$ cat src/rtl/igual_cero_pkg.sv
// Shared constants and word type for the igual_cero zero detector.
package igual_cero_pkg;

  localparam int unsigned IGUAL_CERO_WIDTH = 16;
  localparam int unsigned IGUAL_CERO_CNT_W = 16;

  typedef logic [IGUAL_CERO_WIDTH-1:0] tupla_t;

endpackage : igual_cero_pkg

$ cat src/rtl/cero_reduce.sv
// Combinational zero test: balanced OR tree over the word, z = 1 iff all bits are 0.
module cero_reduce import igual_cero_pkg::*; #(
  parameter int unsigned WIDTH = IGUAL_CERO_WIDTH
) (
  input  logic [WIDTH-1:0] tupla,
  output logic             z
);

  localparam int unsigned LEVELS = $clog2(WIDTH);
  localparam int unsigned N      = 1 << LEVELS;

  // Heap-ordered tree: node i ORs children 2i+1 and 2i+2; leaves sit at N-1..2N-2.
  logic [2*N-2:0] node;

  genvar j;
  generate
    for (j = 0; j < N; j++) begin : g_leaf
      if (j < WIDTH) begin : g_bit
        assign node[N-1+j] = tupla[j];
      end else begin : g_pad
        assign node[N-1+j] = 1'b0;
      end
    end
    for (j = 0; j < N - 1; j++) begin : g_node
      assign node[j] = node[2*j+1] | node[2*j+2];
    end
  endgenerate

  assign z = ~node[0];

endmodule : cero_reduce

$ cat src/rtl/igual_cero.sv
// Registered zero detector with valid strobe, rising-edge pulse and saturating zero count.
module igual_cero import igual_cero_pkg::*; #(
  parameter int unsigned WIDTH = IGUAL_CERO_WIDTH,
  parameter int unsigned CNT_W = IGUAL_CERO_CNT_W
) (
  input  logic             clk,
  input  logic             rst,
  input  logic             en,
  input  logic [WIDTH-1:0] tupla,
  output logic             respuesta,
  output logic             respuesta_valid,
  output logic             cero_flanco,
  output logic [CNT_W-1:0] cero_cuenta
);

  localparam logic [CNT_W-1:0] CNT_MAX = {CNT_W{1'b1}};

  logic z;
  logic previo;

  cero_reduce #(.WIDTH(WIDTH)) u_reduce (
    .tupla (tupla),
    .z     (z)
  );

  // Result, strobe, edge and saturating counter; previo tracks the last accepted result.
  always_ff @(posedge clk) begin
    if (rst) begin
      respuesta       <= 1'b0;
      respuesta_valid <= 1'b0;
      cero_flanco     <= 1'b0;
      cero_cuenta     <= '0;
      previo          <= 1'b0;
    end else if (en) begin
      respuesta       <= z;
      respuesta_valid <= 1'b1;
      cero_flanco     <= z & ~previo;
      previo          <= z;
      if (z && (cero_cuenta != CNT_MAX)) begin
        cero_cuenta <= cero_cuenta + CNT_W'(1);
      end
    end else begin
      respuesta_valid <= 1'b0;
      cero_flanco     <= 1'b0;
    end
  end

endmodule : igual_cero

$ cat config.mk
export PLATFORM = sky130hd
export DESIGN_NAME = igual_cero
export DESIGN_NICKNAME = d
export VERILOG_FILES = /design/src/rtl/igual_cero_pkg.sv /design/src/rtl/cero_reduce.sv /design/src/rtl/igual_cero.sv
export SDC_FILE = /design/constraint.sdc
export NUM_CORES = 1
export LEC_CHECK = 0
export CORE_MARGIN = 2
export CORE_UTILIZATION = 40
export DETAILED_ROUTE_END_ITERATION = 8
export PLACE_DENSITY = 0.84
export REMOVE_ABC_BUFFERS = 1
export SYNTH_ARGS = -nofsm -noshare
export SYNTH_HDL_FRONTEND = slang
export SYNTH_SLANG_ARGS = --single-unit
export TNS_END_PERCENT = 5
$ cat constraint.sdc
create_clock -name clk -period 6 [get_ports clk]
set_input_delay 1.8 -clock clk [delete_from_list [all_inputs] [get_ports clk]]
set_output_delay 1.8 -clock clk [all_outputs]
set_load 0.005 [all_outputs]
==> impl_metrics.ini <==
[floorplan]
initial_core_util = 0.414
coreArea_mm2 = 0.00241
die_x_um = 53.9
die-area_mm2 = 0.00291
die_h_um = 53.9
rows = 18
io_pins = 38

[worst_setup_path]
cp.required_ns = 6.20
r2r-start = cero_cuenta[0]$_SDFFE_PP0P_
r2r-end = cero_cuenta[15]$_SDFFE_PP0P_
r2r_setup_slack_ns = 3.89
cp-start-kind = input port
cp_max_fo = 10
reg2reg_depth = 6
endpoint_kind = flop
critPathKind = in2reg
startpoint = tupla[1]
arrival_ns = 3.85

[cells_and_area]
areaGrowthSynthToFinish_pct = 41.4
fin_util = 0.585
fill_cells = 201
layout.cells.non_filler = 175
drive_above_1_share = 0.110
fin_nets = 166
num_antenna_cells = 0

[cts]
numClockSinks = 19
cts_buffers = 3
clock_latency_ns = 0.30
tritoncts = done
cts-root-buf = clkbuf_4
clk_pin_slew_ns = 0.11
h-tree-depth = 1
clk_path_buf_depth = 2
hold_buffers = 0
post_cts_buffers = 0
cts_resized = 0

[synthesis]
ys_types = 33
yosysSeqAreaShare = 0.381
avgSynthCellArea_um2 = 9.23
postSynthCellCount = 108
ys_async_sr_fraction = 0
synthMuxAreaShare = 0.0878
yosysMostFrequentCell = dfxtp_1
ys_warn_count = 0
synth-compound-area-share = 0.0866
synthAdderAreaFrac = 0.0125
synth_xor_area_frac = 0.0263
synth.top_cells.by_count = dfxtp_1 (19), nor2_1 (14), nand3_1 (9)
synth_top_family_by_area = simple AND/OR/NAND/NOR gates
synth_top_area_frac = 0.381
synth-simple-area-share = 0.383
yosys.area.top_type = dfxtp_1
ys.flop_type = dfxtp_1
ys_ff_latch = 19
synth_edf_count = 0
synth_area_leaders = dfxtp_1 (38%), nor2_1 (5.3%), nand3_1 (4.5%)
synth_area_um2 = 997

[detailed_routing]
num_vias = 963
drc = 0
initialDrtViolationCount = 16
drt-vias-per-instance = 5.50
wl_per_cell_um = 13.5
drtPass1Iterations = 4
drt-total-wl_um = 2360
drtAntennaViolNets = 0

[sta]
fmax_mhz = 274
hold_violations = 0
slew_headroom = 0.411
setup_violations = 0
rsz0062_at_grt = false
fin_crit_sh = 0.609
fin_worst_skew_ns = 0.00421
fin_crit_ns = 3.65
tns_ns = 0
tightest_slew_ns = 0.881
slew_viol_final = 0

[hold_path]
hold_path_depth = 1
whs_endpoint = cero_flanco$_SDFF_PP0_
hold_start = previo$_SDFFE_PP0P_
min_path_type = reg2reg

[placement]
gp_congestion = 0.829
port-buffer-count = 37
dp_hpwl_um = 1780
dp.cells = 171

[status]
run_status = finished clean

[global_routing]
grt_pass1_vias = 888
overflow = 0
grt_max_degree = 27
grt_pass1_wl_um = 3740
grtUsageTotal = 0.178
grt_antenna_before_repair = 0

[pwr]
power_mw = 0.212
p_per_area_mw_per_mm2 = 150
leakage_nw = 0.469
ir_drop_mv = 0.0966

[run]
cap_violations = 0
## power breakdown
part / internal, mW / switching (mW) / total (mW)
clock: 0.0249 / 0.0412 / 0.0661
combinational: 0.0128 / 0.00666 / 0.0195
sequential: 0.126 / 0.0000838 / 0.127
## critical path, cell delays in order
cell and delay, ns:
clkdlybuf4s50_1 0.45, nor4b_4 0.29, nand4_2 0.20, nor3_2 0.58
nand4_1 0.20, mux2_1 0.34
## sequential cells by signal, summed over array words and instances, names as in the netlist
register and flops:
previo 1, cero_flanco 1, cero_cuenta 16, respuesta_valid 1
## cell usage in the layout (no fill, tap or decap), drive strengths merged, types with 6 or more instances in the layout
master         synthesis  layout
nand4                  7       7
nor2                  14      14
nor2b                  7       7
dfxtp                 19      19
a21oi                  6       6
nand3                  9       9
nor4                   6       6
mux2                   6       6
clkdlybuf4s50          0      37
## stage by stage
stage               area (µm²)  hold WS [ns]  worst slack (ns)
floorplan                  975         0.445              2.66
CTS                       1410         0.467              2.33
global placement          1380         0.444              2.10
finish                    1410         0.460              2.35
detailed placement        1380         0.456              2.00
global route              1410         0.488              2.19
## layer usage
layer,GRT usage,vias up,wire (µm)
met5,0,-,0
met4,0.0812,0,31
met3,0.0444,5,120
met2,0.295,24,1190
met1,0.216,450,1010
li1,-,484,-
## area by class of cell
type / count / area (µm²) / share of cell area
sequential: 19 / 380 / 0.270
tap: 30 / 37.5 / 0.0266
clock buffer: 3 / 22.5 / 0.0160
timing repair buffer: 37 / 370 / 0.263
clock inverter: 1 / 5.00 / 0.00355
multi-input combinational: 85 / 594 / 0.421
## cell families (layout without fill, tap and decap cells)
group | count (synthesis) | count (layout)
AND/OR/NAND/NOR | 60 | 60
flip-flops | 19 | 19
AO/OA/AOI/OAI | 13 | 13
multiplexers | 8 | 8
buffers and inverters | 4 | 41
XOR/XNOR | 3 | 3
adder cells (fa/ha/maj) | 1 | 1
## how the worst max path moves through the flow
| stage | to | slack [ns] | cells past startpoint |
|---|---|---|---|
| 2_1_floorplan | cero_cuenta[7]$_SDFFE_PP0P_ | 2.66 | 5 |
| 3_3_place_gp | cero_cuenta[7]$_SDFFE_PP0P_ | 2.10 | 6 |
| 3_5_place_dp | cero_cuenta[7]$_SDFFE_PP0P_ | 2.00 | 6 |
| 4_1_cts | cero_cuenta[7]$_SDFFE_PP0P_ | 2.33 | 6 |
| 5_1_grt | cero_cuenta[7]$_SDFFE_PP0P_ | 2.19 | 6 |
| 6_report | cero_cuenta[7]$_SDFFE_PP0P_ | 2.35 | 6 |
(Power assumes the default switching activity.)
